**config.mk**
```make
export PLATFORM = sky130hd
export DESIGN_NAME = mem_port_arbiter
export DESIGN_NICKNAME = d
export VERILOG_FILES = /design/src/rtl/mem_port_arbiter.sv
export SDC_FILE = /design/constraint.sdc
export NUM_CORES = 1
export LEC_CHECK = 0
export ABC_AREA = 1
export BUFFER_PORTS_ARGS = -buffer_cell sky130_fd_sc_hd__buf_2
export CAP_MARGIN = 40
export CELL_PAD_IN_SITES_DETAIL_PLACEMENT = 1
export CELL_PAD_IN_SITES_GLOBAL_PLACEMENT = 1
export CORE_MARGIN = 2
export CORE_UTILIZATION = 30
export DETAILED_ROUTE_END_ITERATION = 8
export PLACE_DENSITY_LB_ADDON = 0.1
export SETUP_SLACK_MARGIN = 0.2
export SLEW_MARGIN = 20
export SYNTH_ARGS = -nofsm -noshare
export SYNTH_HDL_FRONTEND = slang
export SYNTH_SLANG_ARGS = --single-unit
```
**constraint.sdc**
```tcl
create_clock -name clk -period 2.38 [get_ports clk]
set_clock_uncertainty 0.05 [all_clocks]
set_input_delay 0.357 -clock clk [delete_from_list [all_inputs] [get_ports clk]]
set_output_delay 0.357 -clock clk [all_outputs]
set_load 0.005 [all_outputs]
```
**src/rtl/mem_port_arbiter.sv**
```systemverilog
// Arbitrates N requesters onto one memory-controller port, one transaction in flight.
// Requester 0 has fixed priority, bounded by a starvation counter; requesters 1..N-1 rotate.
module mem_port_arbiter #(
    parameter int unsigned N            = 2,
    parameter int unsigned STARVE_LIMIT = 4,
    parameter int unsigned IDW          = $clog2(N)
) (
    input  logic              clk,
    input  logic              res,
    input  logic [N-1:0]      req_valid,
    input  logic [N-1:0]      req_we,
    input  logic [N*32-1:0]   req_addr,
    input  logic [N*32-1:0]   req_wdata,
    input  logic [N*4-1:0]    req_wstrb,
    output logic [N-1:0]      req_ready,
    output logic [N-1:0]      resp_valid,
    output logic [31:0]       resp_rdata,
    output logic              m_valid,
    input  logic              m_ready,
    output logic              m_we,
    output logic [31:0]       m_addr,
    output logic [31:0]       m_wdata,
    output logic [3:0]        m_wstrb,
    input  logic              m_resp_valid,
    input  logic [31:0]       m_resp_rdata,
    output logic [IDW-1:0]    grant_id,
    output logic              busy
);

    localparam int unsigned CW = $clog2(STARVE_LIMIT + 1);
    localparam logic [CW-1:0] LIMIT_C = CW'(STARVE_LIMIT);

    typedef enum logic [1:0] {IDLE, SEND, WAIT} state_e;

    typedef struct packed {
        logic        we;
        logic [31:0] addr;
        logic [31:0] wdata;
        logic [3:0]  wstrb;
    } payload_t;

    state_e           state_q, state_d;
    logic [CW-1:0]    starve_q, starve_d;
    logic [IDW-1:0]   rr_q, rr_d;
    logic [IDW-1:0]   gnt_q, gnt_d;
    payload_t         pay_q, pay_d;
    logic             m_valid_q, m_valid_d;
    logic [N-1:0]     req_ready_q, req_ready_d;
    logic [N-1:0]     resp_valid_q, resp_valid_d;
    logic [31:0]      resp_rdata_q, resp_rdata_d;
    logic             busy_q, busy_d;

    logic             others_valid;
    logic             take_prio;
    logic             rr_found;
    logic [IDW-1:0]   rr_sel;
    logic [IDW-1:0]   gnt_sel;
    payload_t         pay_sel;

    // Grant selection: priority requester 0 unless starving others, else round-robin from rr_q+1.
    always_comb begin
        int unsigned idx;
        others_valid = |req_valid[N-1:1];
        take_prio    = req_valid[0] && ((starve_q < LIMIT_C) || !others_valid);
        rr_found     = 1'b0;
        rr_sel       = '0;
        idx          = 0;
        for (int unsigned k = 1; k < N; k++) begin
            idx = ((32'(rr_q) + k - 1) % (N - 1)) + 1;
            if (!rr_found && req_valid[IDW'(idx)]) begin
                rr_found = 1'b1;
                rr_sel   = IDW'(idx);
            end
        end
        gnt_sel = take_prio ? '0 : rr_sel;
        pay_sel = '0;
        for (int unsigned i = 0; i < N; i++) begin
            if (gnt_sel == IDW'(i)) begin
                pay_sel = {req_we[i], req_addr[32*i +: 32], req_wdata[32*i +: 32], req_wstrb[4*i +: 4]};
            end
        end
    end

    // Next-state and registered-output logic.
    always_comb begin
        state_d      = state_q;
        starve_d     = starve_q;
        rr_d         = rr_q;
        gnt_d        = gnt_q;
        pay_d        = pay_q;
        m_valid_d    = m_valid_q;
        req_ready_d  = '0;
        resp_valid_d = '0;
        resp_rdata_d = resp_rdata_q;
        busy_d       = busy_q;
        unique case (state_q)
            IDLE: begin
                if (|req_valid) begin
                    state_d     = SEND;
                    gnt_d       = gnt_sel;
                    pay_d       = pay_sel;
                    m_valid_d   = 1'b1;
                    req_ready_d = N'(1) << gnt_sel;
                    busy_d      = 1'b1;
                    if (take_prio) begin
                        if (others_valid && (starve_q < LIMIT_C)) begin
                            starve_d = starve_q + CW'(1);
                        end
                    end else begin
                        starve_d = '0;
                        rr_d     = rr_sel;
                    end
                end
            end
            SEND: begin
                if (m_ready) begin
                    m_valid_d = 1'b0;
                    state_d   = WAIT;
                end
            end
            WAIT: begin
                if (m_resp_valid) begin
                    resp_rdata_d = m_resp_rdata;
                    resp_valid_d = N'(1) << gnt_q;
                    busy_d       = 1'b0;
                    state_d      = IDLE;
                end
            end
            default: state_d = IDLE;
        endcase
    end

    always_ff @(posedge clk) begin
        if (res) begin
            state_q      <= IDLE;
            starve_q     <= '0;
            rr_q         <= IDW'(N - 1);
            gnt_q        <= '0;
            pay_q        <= '0;
            m_valid_q    <= 1'b0;
            req_ready_q  <= '0;
            resp_valid_q <= '0;
            resp_rdata_q <= '0;
            busy_q       <= 1'b0;
        end else begin
            state_q      <= state_d;
            starve_q     <= starve_d;
            rr_q         <= rr_d;
            gnt_q        <= gnt_d;
            pay_q        <= pay_d;
            m_valid_q    <= m_valid_d;
            req_ready_q  <= req_ready_d;
            resp_valid_q <= resp_valid_d;
            resp_rdata_q <= resp_rdata_d;
            busy_q       <= busy_d;
        end
    end

    assign req_ready  = req_ready_q;
    assign resp_valid = resp_valid_q;
    assign resp_rdata = resp_rdata_q;
    assign m_valid    = m_valid_q;
    assign m_we       = pay_q.we;
    assign m_addr     = pay_q.addr;
    assign m_wdata    = pay_q.wdata;
    assign m_wstrb    = pay_q.wstrb;
    assign grant_id   = gnt_q;
    assign busy       = busy_q;

endmodule

```
Word-level counts from Yosys, hierarchy flattened
Cells that the tools add are included.
{"block": "word_totals", "rom_bits": 0, "ram_bits": 0, "output_inout_bits": 108, "word_cells": 56, "latchBits": 0, "mem_count": 0, "regBits": 113, "in_bits": 176}
{"block": "op_classes", "mul": 0, "div": 0, "muxes": 14, "magnitude_cmp": 1, "bitwise_logic": 4, "n_eq_ne": 6, "n_shift": 2, "n_reduce_logical": 16, "addsub": 1}
{"cell": "69-bit 2-to-1 mux", "count": 1}
{"cell": "3-bit AND reduction", "count": 4}
{"cell": "2-bit 2-to-1 mux", "count": 3}
{"cell": "3-bit 2-to-1 mux", "count": 2}
{"cell": "2-bit != test (second input constant)", "count": 3}
{"cell": "2-bit one-hot mux with 3 select lines", "count": 1}
{"cell": "3-bit OR reduction", "count": 2}
{"cell": "1-bit 2-to-1 mux", "count": 5}
{"cell": "1-bit inverter", "count": 4}
{"cell": "1-bit one-hot mux with 2 select lines", "count": 2}
{"cell": "2-bit AND reduction", "count": 2}
{"cell": "2-bit nonzero test", "count": 2}
{"cell": "1-bit by 1-bit left shift with 2-bit output (first input constant)", "count": 2}
{"cell": "3-bit by 1-bit adder with 3-bit output (second input constant)", "count": 1}
{"cell": "3-bit < comparator (second input constant)", "count": 1}
{"cell": "2-bit by 1-bit equality test with 1-bit output (second input constant)", "count": 1}
{"cell": "2-bit equality test (second input constant)", "count": 1}
{"cell": "1-bit logical AND", "count": 2}
{"cell": "2-bit logical NOT", "count": 1}
{"cell": "2-bit by 1-bit != test with 1-bit output (second input constant)", "count": 1}
{"cell": "2-bit OR reduction", "count": 1}
{"cell": "1-bit logical NOT", "count": 1}
{"cell": "1-bit logical OR", "count": 1}

Logic depth before layout (Yosys ltp)
Gate-level depths: netlist of run 1.
{"block": "logic_depth", "word_depth": 5, "ltp_mapped": 8, "mapped_depth_nobuf": 6}

Worst setup path after synthesis of run 1
No wires, ideal clock.
{"block": "synth_path", "path_kind": "input to register", "start": "input port req_valid[0]", "end": "register pay_q (netlist bit m_addr[0])", "setup_ns": 0.062, "stages": 6, "slack_ns": 1.093, "t_arrival_ns": 1.175, "path_buffers": 1, "cell_sequence": "inv_1 -> nand2_2 -> a21oi_2 -> clkbuf_1 -> nand2_1 -> nand3_1"}
{"block": "synth_between", "elab_chain_len": 3, "word_cells_on_any_way": 5, "classes_between": "mux: 2; reduce/logical: 3"}
{"item": "from (decl)", "line": "10", "text": "input logic [N-1:0] req_valid,"}
{"item": "1-bit logical AND", "line": "64", "text": "take_prio = req_valid[0] && ((starve_q < LIMIT_C) || !others_valid);"}
{"item": "1-bit 2-to-1 mux", "line": "75", "text": "gnt_sel = take_prio ? '0 : rr_sel;"}
{"item": "69-bit 2-to-1 mux", "line": "78", "text": "if (gnt_sel == IDW'(i)) begin"}
{"item": "to (signal assigned)", "line": "150", "text": "pay_q <= pay_d;"}
{"item": "to (decl)", "line": "46", "text": "payload_t pay_q, pay_d;"}
Several ways; a longest one is shown, not always the timed one.
A chain may end at the register's enable or synchronous reset.

Worst setup path after layout of run 1
{"block": "layout_path", "start": "register state_q[0]", "end": "register pay_q (netlist bit m_wdata[4])"}
{"block": "layout_between", "elab_chain_len": 2}
{"item": "from (decl)", "line": "42", "text": "state_e state_q, state_d;"}
{"item": "from (signal assigned)", "line": "146", "text": "state_q <= state_d;"}
{"item": "2-bit logical NOT"}
{"item": "2-bit AND reduction (no line)"}
No other way between the ends.

==> flow_summary.ini, run 1 <==
[detailed_routing]
drt_iter0_drc = 170
met1_length_mm = 6.414
ant_nets = 0
wl_met3_mm = 1.319
drc_errors = 0
dr_total_vias = 4957
maxUsedRoutingLayer = met4
viasPerCell = 4.734
dr.pass1.iters = 4
wl_mm = 16.60
wl_per_cell_um = 15.85
wl_met2_mm = 8.590

[synth]
ys_types = 25
synth-adder-area-share_pct = 0.2871
yosys-top-cells-area = dfxtp_1 (52%), nand2_1 (18%), nand3_1 (16%), a21oi_1 (4.4%), buf_6 (1.8%)
yosys_warnings = 0
synth_edf_count = 0
synth_xor_area_share_pct = 0.2010
ys_ff_latch = 113
synth_area_mm2 = 0.004358
avgSynthCellArea_um2 = 7.619
synth_fp_nets = 749
synth-main-ff-cell = dfxtp_1
synth_top_family_by_area = simple AND/OR/NAND/NOR gates
yosysSeqAreaShare_pct = 51.91
yosys.area_share.simple_pct = 36.58
yosysTopAreaCellShare_pct = 51.91
muxShareOfSynthArea_pct = 0
synthCells = 572
synth_compound_area_share_pct = 5.111
synth_area_leader_cell = dfxtp_1
synthArstFlopShare_pct = 0

[global_routing]
antenna_found_initial = 2
grt_overflow = 0
grt_pass1_wl_mm = 26.63
grt_usage_pct = 21.67
grt_pass1_vias = 5231
grt_max_degree = 68

[clock_network]
path_clk_slew_ns = 0.05
clk_latency_ns = 0.41
cts_tree = done
numCtsBuffers = 17
clock_path_buffers = 2
cts-root-buf = clkbuf_16
post_cts_resized = 0
ctsHoldBuffers = 0
postCtsSetupBuffers = 0
clkSinkCount = 113
htree_levels = 4

[critical_path]
cp-end-kind = flip-flop
worst-path-max-fanout = 35
worst-endpoint-required_ns = 2.68
worstSetupPathType = flip-flop to flip-flop
cp-start-kind = flip-flop
arrival_ns = 1.91

[pwr]
clkPwrFrac_pct = 47.6
swShare_pct = 25.37
ir_drop_mv = 0.4413
power_density_mw_per_mm2 = 868.6
seq_power_share_pct = 38.2
p_sw_uw = 1447
internal-power_uw = 4258
comb_power_share_pct = 14.2
power.leakage_uw = 0.003307

[die]
die_w_um = 124.5
core_area_mm2 = 0.01437
io_pins = 284
rows = 44
dieArea_mm2 = 0.01551
initial_core_util_pct = 30.33
die_h_um = 124.5

[sta]
max_slew.worst_pin.slew_ns = 0.4094
holdWs_ns = 0.09408
finalHoldViolCount = 0
period_needed_ns = 1.613
final_max_slew_viol_count = 0
slew_headroom_pct = 72.42
finalSetupTns_ns = 0
worst_slack_ns = 0.7670
fmax_mhz = 620.0
min_period_over_period_pct = 67.77
setup_violations = 0
rsz0062_at_grt = false

[run]
drv_cap = 0

[min_path]
holdCritPathClass = input port to flip-flop

[finish]
areaGrowthSynthToFinish_pct = 50.73
fin_cells = 1047
final_layout_size_suffix_gt1_share_pct = 39.49
most-common-layout-cells = buf_2 (283), nand2_1 (211), nand3_1 (138)
mostFrequentLayoutCell = buf_2
final_util_pct = 45.72
finalNetCount = 1026

[placement]
dp_hpwl_mm = 12.15
placedCellCount = 1014
gp_routability_congestion = 0.8367
dp_slack_ns = 0.6790
io_buffers = 283

[status]
outcome = completed
==> critical path, cell delays in order (launching register included) <==
cell	delay, ns
dfxtp_1	0.36
nor2_4	0.23
nand3_4	0.16
nor2_4	0.30
buf_12	0.24
nand2_1	0.09
nand3_1	0.08
==> sequential cells by signal, indices dropped and copies added (netlist names) <==
register and flops:
m_we 1, state_q 2, resp_valid 2, m_wstrb 4, grant_id 1, m_valid 1, resp_rdata 32, req_ready 2
busy 1, m_wdata 32, starve_q 3, m_addr 32
==> power groups by stage <==
| stage | Clock, µW | Combinational (µW) | Sequential, µW |
|---|---|---|---|
| after detailed placement | 0 | 825 | 2220 |
| after floorplan | 0 | 358 | 2230 |
| after CTS | 2770 | 830 | 2180 |
| final | 2720 | 810 | 2180 |
| after global placement | 0 | 801 | 2210 |
| after global routing | 2860 | 908 | 2200 |
==> cell type report <==
| type | count | area (µm²) |
|---|---|---|
| inverters | 9 | 33.78 |
| flip-flops and latches | 113 | 2262 |
| diodes | 2 | 5.005 |
| well taps | 184 | 230.2 |
| clock inverters | 11 | 160.2 |
| fillers | 1837 | 7800 |
| multi-input cells | 412 | 1872 |
| repair buffers | 296 | 1539 |
| clock buffers | 20 | 466.7 |
==> stage by stage <==
stage	instance area (µm²)	power, µW
3_5_place_dp	5937	3041
5_1_grt	6566	5974
3_3_place_gp	5937	3009
6_report	6569	5706
4_1_cts	6564	5778
2_1_floorplan	4358	2585
==> layer usage <==
metal	track usage, %	up-vias
li1	-	2432
met1	22.83	2326
met2	39.31	175
met3	8.204	24
met4	7.667	0
met5	0	-
==> path summary, 6_finish.rpt <==
path | startpoint | endpoint | slack (ns) | cells past startpoint
setup / recovery | state_q[0]$_SDFFE_PP0P_ | m_wdata[4]$_SDFFE_PP0P_ | 0.77 | 6
hold / removal | req_wdata[17] | m_wdata[17]$_SDFFE_PP0P_ | 0.09 | 3
setup reg to reg | state_q[0]$_SDFFE_PP0P_ | m_wdata[4]$_SDFFE_PP0P_ | 0.77 | 6
hold reg to reg | resp_rdata[16]$_SDFFE_PP0P_ | resp_rdata[16]$_SDFFE_PP0P_ | 0.41 | 2
==> cell usage after synthesis (2+ instances only) <==
library cell  number
a21oi_1           38
buf_2             11
buf_4              4
buf_6              7
clkbuf_1          15
dfxtp_1          113
inv_1              8
nand2_1          211
nand2_2            2
nand3_1          138
nor2_1             7
nor3_1             2
o21ai_0            3
or2_2              2
==> logic make-up (layout without fill, tap and decap cells) <==
logic type,count (synthesis),after routing
and+or+nand+nor,367,367
buffers and inverters,47,336
xor gates and xnor gates,1,1
other,0,2
DFF,113,113
adders and majority gates,1,1
AOI/OAI and AO/OA,43,43
(Power assumes the default switching activity.)
==> run 2, diff against run 1 <==
--- a/config.mk
+++ b/config.mk
@@ -11,7 +11,7 @@
 export CELL_PAD_IN_SITES_DETAIL_PLACEMENT = 1
 export CELL_PAD_IN_SITES_GLOBAL_PLACEMENT = 1
 export CORE_MARGIN = 2
-export CORE_UTILIZATION = 30
+export CORE_UTILIZATION = 25
 export DETAILED_ROUTE_END_ITERATION = 8
 export PLACE_DENSITY_LB_ADDON = 0.1
 export SETUP_SLACK_MARGIN = 0.2
==> constraint.sdc (replaced) <==
create_clock -name clk -period 1.4 [get_ports clk]
set_clock_uncertainty 0.05 [all_clocks]
set_input_delay 0.21 -clock clk [delete_from_list [all_inputs] [get_ports clk]]
set_output_delay 0.21 -clock clk [all_outputs]
set_load 0.005 [all_outputs]
==> run 2 against run 1 <==
Combinational power grew to 3.0 times the previous value. Sequential share of layout area is 10 points lower. Highest routed layer is now met5. Final cell count increased by 22%. First-iteration DRC count up 14%. Utilization is 9.2 points higher. Flip-flop and latch count did not move. Global-route usage grew 1.2 points.
==> flow_summary.ini, run 2 (synthesized netlist as in run 1, its figures left out) <==
[clock_network]
htree_levels = 4
clkSinkCount = 113
path_clk_slew_ns = 0.05
clk_latency_ns = 0.41
numCtsBuffers = 17
cts_tree = done
clock_path_buffers = 2
cts-root-buf = clkbuf_16

[sta]
slew_headroom_pct = 64.34
setup_violations = 0
fmax_mhz = 717.0
min_period_over_period_pct = 99.62
rsz0062_at_grt = true
max_slew.worst_pin.slew_ns = 0.5350
final_max_slew_viol_count = 0
finalHoldViolCount = 0
holdWs_ns = 0.009373
period_needed_ns = 1.395
worst_slack_ns = 0.005303

[critical_path]
critical_path_buf_inv_count = 3
worstSetupPathType = flip-flop to flip-flop
crit_path_max_incr_delay_ns = 0.34
worst-path-max-fanout = 7
cp-start-kind = flip-flop
path_cells = nor2_4 -> buf_6 -> nand3_4 -> nor2_4 -> buf_6 -> buf_12 -> nand2_1 -> nand3_2
critPathSlowestCell = dfxtp_2
worst-endpoint-required_ns = 1.70
cp-end-kind = flip-flop
crit_family = simple AND/OR/NAND/NOR gates
arrival_ns = 1.70

[finish]
most-common-layout-cells = buf_2 (283), nand2_1 (172), dlygate4sd3_1 (157)
fin_cells = 1282
final_layout_size_suffix_gt1_share_pct = 44.41
mostFrequentLayoutCell = buf_2
areaGrowthSynthToFinish_pct = 116.4
final_util_pct = 54.90
final_area_mm2 = 0.009429
finalNetCount = 1220

[placement]
gp_routability_congestion = 0.8046
io_buffers = 283
placedCellCount = 1065
dp_slack_ns = 0.01684
dpl_cell_area_mm2 = 0.006152
dp_hpwl_mm = 12.75

[pwr]
ir_drop_mv = 0.8757
power_density_mw_per_mm2 = 1188
power.leakage_uw = 0.004650

[global_routing]
grt_pass1_wl_mm = 32.95
grt_usage_pct = 22.88
antenna_found_initial = 1
grt_overflow = 0
grt_pass1_vias = 6537
grt_max_degree = 37

[detailed_routing]
maxUsedRoutingLayer = met5
dr_total_vias = 6055
wl_mm = 23.90
wl_per_cell_um = 18.65
drt_iter0_drc = 193
viasPerCell = 4.723
wl_met3_mm = 1.367
drc_errors = 0
wl_met2_mm = 12.40
ant_nets = 0
met1_length_mm = 9.573
dr.pass1.iters = 4

[run]
drv_cap = 0

[die]
io_pins = 284
initial_core_util_pct = 25.37
rows = 48
core_area_mm2 = 0.01718
die_h_um = 136.0
dieArea_mm2 = 0.01850
die_w_um = 136.0

[status]
outcome = completed

[min_path]
holdCritPathClass = input port to flip-flop
-- run 2: power breakdown --
group          internal (µW)  switching, µW  total [µW]
clock network           3480           1540        5020
registers               3540            184        3730
logic                   1300           1150        2450
total                   8320           2870       11200
-- run 2: layout make-up --
type                            instances  area, µm²
Antenna cell                            1      2.502
Clock buffer                           23      478.0
Clock inverter                          9      201.4
Fill cell                            2032       7747
Inverter                                9      38.79
Multi-Input combinational cell        413       2332
Sequential cell                       113       2275
Tap cell                              225      281.5
Timing Repair Buffer                  489       3820
-- run 2: final timing paths --
| check | to | depth (start not counted) | start | slack [ns] |
|---|---|---|---|---|
| hold / removal | m_wdata[16]$_SDFFE_PP0P_ | 3 | req_wdata[16] | 0.009 |
| setup reg to reg | m_addr[3]$_SDFFE_PP0P_ | 8 | state_q[1]$_SDFFE_PP0P_ | 0.005 |
| setup / recovery | m_addr[3]$_SDFFE_PP0P_ | 8 | state_q[1]$_SDFFE_PP0P_ | 0.005 |
| hold reg to reg | resp_valid[0]$_SDFF_PP0_ | 1 | grant_id$_SDFFE_PP0P_ | 0.39 |
-- run 2: what timing repair did --
item / 4_1_cts / 5_1_grt
buffers inserted: 4 / 4
pin swaps: 4 / 7
gates cloned: 2 / 17
gates resized for setup: 5 / 136
endpoints found under the hold margin: 93 / 0
hold buffers: 157 / 0
setup endpoints to repair: 106 / 112
-- run 2: layer usage --
metal | global-route usage, % | up-vias
met2 | 42.21 | 225
met1 | 24.35 | 2947
met4 | 9.549 | 2
met3 | 6.339 | 48
met5 | 0 | -
li1 | - | 2833
-- run 2: worst register-to-register path: stages (launching register included) --
cell and delay (ns):
dfxtp_2 0.34, nor2_4 0.12, buf_6 0.12, nand3_4 0.11, nor2_4 0.15, buf_6 0.14, buf_12 0.15, nand2_1 0.09
nand3_2 0.08
-- run 2: per-stage QoR --
stage / power [µW] / setup TNS [ns]
4_1_cts: 10780 / 0
5_1_grt: 11670 / -1.154
3_5_place_dp: 5282 / 0
2_1_floorplan: 4405 / 0
6_report: 11200 / 0
3_3_place_gp: 5222 / 0
==> run 3, diff against run 2 <==
==> constraint.sdc (replaced) <==
create_clock -name clk -period 1.4 [get_ports clk]
set_clock_uncertainty 0.05 [all_clocks]
set_input_delay 0 -clock clk [delete_from_list [all_inputs] [get_ports clk]]
set_output_delay 0 -clock clk [all_outputs]
set_load 0.005 [all_outputs]
==> run 3 against run 2 <==
The flow now finishes with violations (setup timing). Utilization up 2.5 points. Via count up 2.1%. Sequential power about the same. Register-to-register slack about the same. Flip-flop and latch count unchanged. Fmax down 0.83%. Global-route usage about the same. Sequential share of layout area down 1.1 points. Largest cell class unchanged. Largest power group unchanged. Highest routed layer is now met4.
==> flow_summary.ini, run 3 (synthesized netlist as in run 1, its figures left out) <==
[global_routing]
grt_pass1_wl_mm = 32.78
grt_max_degree = 35
antenna_found_initial = 0
grt_usage_pct = 22.93
grt_pass1_vias = 6579
grt_overflow = 0

[clock_network]
numCtsBuffers = 17
clock_path_buffers = 2
htree_levels = 4
clkSinkCount = 113
clk_latency_ns = 0.41
cts-root-buf = clkbuf_16
cts_tree = done
path_clk_slew_ns = 0.06

[die]
die_h_um = 136.0
rows = 48
io_pins = 284
die_w_um = 136.0
initial_core_util_pct = 25.37
core_area_mm2 = 0.01718
dieArea_mm2 = 0.01850

[finish]
num_antenna_cells = 0
finalNetCount = 1244
final_layout_size_suffix_gt1_share_pct = 49.72
fillers = 1987
areaGrowthSynthToFinish_pct = 126.4
most-common-layout-cells = buf_2 (283), dlygate4sd3_1 (177), nand2_1 (173)
mostFrequentLayoutCell = buf_2
final_area_mm2 = 0.009867
fin_cells = 1303

[sta]
finalSetupTns_ns = -0.006415
slew_headroom_pct = 63.30
worst_slack_ns = -0.006415
setup_violations = 1
fmax_mhz = 711.0
min_period_over_period_pct = 100.5
period_needed_ns = 1.406
final_max_slew_viol_count = 0
rsz0062_at_grt = true
finalHoldViolCount = 0
max_slew.worst_pin.slew_ns = 0.5505

[detailed_routing]
drc_errors = 0
wl_mm = 25.05
wl_per_cell_um = 19.22
dr.pass1.iters = 4
dr_total_vias = 6180
viasPerCell = 4.743
drt_iter0_drc = 162
ant_nets = 0

[min_path]
whs_path_depth = 4
holdCritPathClass = input port to flip-flop
hold_path_end = busy$_SDFFE_PP0P_
hold_start = res

[critical_path]
worst-endpoint-required_ns = 1.70
worstSetupPathType = flip-flop to flip-flop
r2r.worst_path.cells = 7
crit_path_max_incr_delay_ns = 0.35
critPathSlowestCell = dfxtp_4
cp-start-kind = flip-flop
critical_path_buf_inv_count = 2
worst-path-max-fanout = 8
r2r-start = state_q[0]$_SDFFE_PP0P_
path_cells = nor2_4 -> nand2_2 -> nor2_4 -> buf_6 -> clkbuf_16 -> nand3_1 -> nand3_1
reg2reg_to = m_addr[8]$_SDFFE_PP0P_
cp-end-kind = flip-flop
ff2ff_setup_slack_ns = -0.006
arrival_ns = 1.71
crit_family = simple AND/OR/NAND/NOR gates

[placement]
placedCellCount = 1062
gp_routability_congestion = 0.7596
dp_hpwl_mm = 12.68
io_buffers = 283
dpl_cell_area_mm2 = 0.006092

[pwr]
power.leakage_uw = 0.004839
power_density_mw_per_mm2 = 1086
ir_drop_mv = 0.8689

[run]
drv_cap = 0

[status]
violations = setup timing
outcome = complete, but fails checks
## run 3: cell types whose count changed in the layout (fill, tap and decap cells not counted), moves of 4 or more
| cell | before | now |
|---|---|---|
| nand3_4 | 1 | 6 |
| dlygate4sd3_1 | 157 | 177 |
| bufinv_16 | 6 | 2 |
| a21oi_2 | 19 | 30 |
| nand3_2 | 26 | 77 |
| a21oi_1 | 18 | 8 |
| nand3_1 | 112 | 56 |
| buf_6 | 7 | 12 |
## run 3: area by class of cell
cell class | count | area, µm² | share of cell area [%]
clock inverter | 5 | 75.07 | 0.7608
tap | 225 | 281.5 | 2.853
inverter | 9 | 41.29 | 0.4185
clock buffer | 25 | 515.5 | 5.224
multi-input combinational | 412 | 2651 | 26.87
timing repair buffer | 514 | 4031 | 40.86
sequential | 113 | 2271 | 23.02
## run 3: power by group
part           total, µW  internal, µW  switching [µW]
combinational       2630          1380            1250
sequential          3730          3540             186
clock               4350          2870            1480
## run 3: what timing repair did
action | in CTS | in global routing
buffers inserted | 8 | 7
hold buffers | 177 | 0
cloned | 3 | 16
pin swaps | 2 | 74
setup endpoints to repair | 106 | 111
endpoints found under the hold margin | 105 | 0
resized for setup | 7 | 204
## run 3: how the worst max path moves through the flow
stage | start | to | slack [ns] | cells after the start
after floorplan | state_q[0]$_SDFFE_PP0P_ | m_addr[18]$_SDFFE_PP0P_ | 0.15 | 7
after global placement | state_q[0]$_SDFFE_PP0P_ | m_wdata[16]$_SDFFE_PP0P_ | 0.06 | 6
after detailed placement | state_q[0]$_SDFFE_PP0P_ | m_wdata[15]$_SDFFE_PP0P_ | 0.02 | 6
after CTS | state_q[0]$_SDFFE_PP0P_ | m_addr[12]$_SDFFE_PP0P_ | 0.07 | 7
after global routing | state_q[0]$_SDFFE_PP0P_ | m_wdata[13]$_SDFFE_PP0P_ | -0.08 | 7
final | state_q[0]$_SDFFE_PP0P_ | m_addr[8]$_SDFFE_PP0P_ | -0.006 | 7
## run 3: worst register-to-register path: cells and delay by family, from the launching register on
family                 cells  cell delay [ns]
and+or+nand+nor            5             0.63
DFF                        1             0.35
buffers and inverters      2             0.33
## run 3: stage by stage
stage	util, %	power [µW]	hold slack (ns)	setup WS (ns)
after detailed placement	35.47	5248	0.1543	0.02473
after global routing	57.44	11150	0.1072	-0.08017
after floorplan	-	4405	0.06322	0.1522
after CTS	50.17	10180	0.05263	0.07487
final	57.44	10710	0.08751	-0.006415
after global placement	35.47	5200	0.1464	0.06193
## run 3: metal layers
metal  routed length [µm]  track usage [%]
met5                    0                0
met4                  750            9.549
met3                 1423            6.339
met2                13140            42.83
met1                 9733            23.98
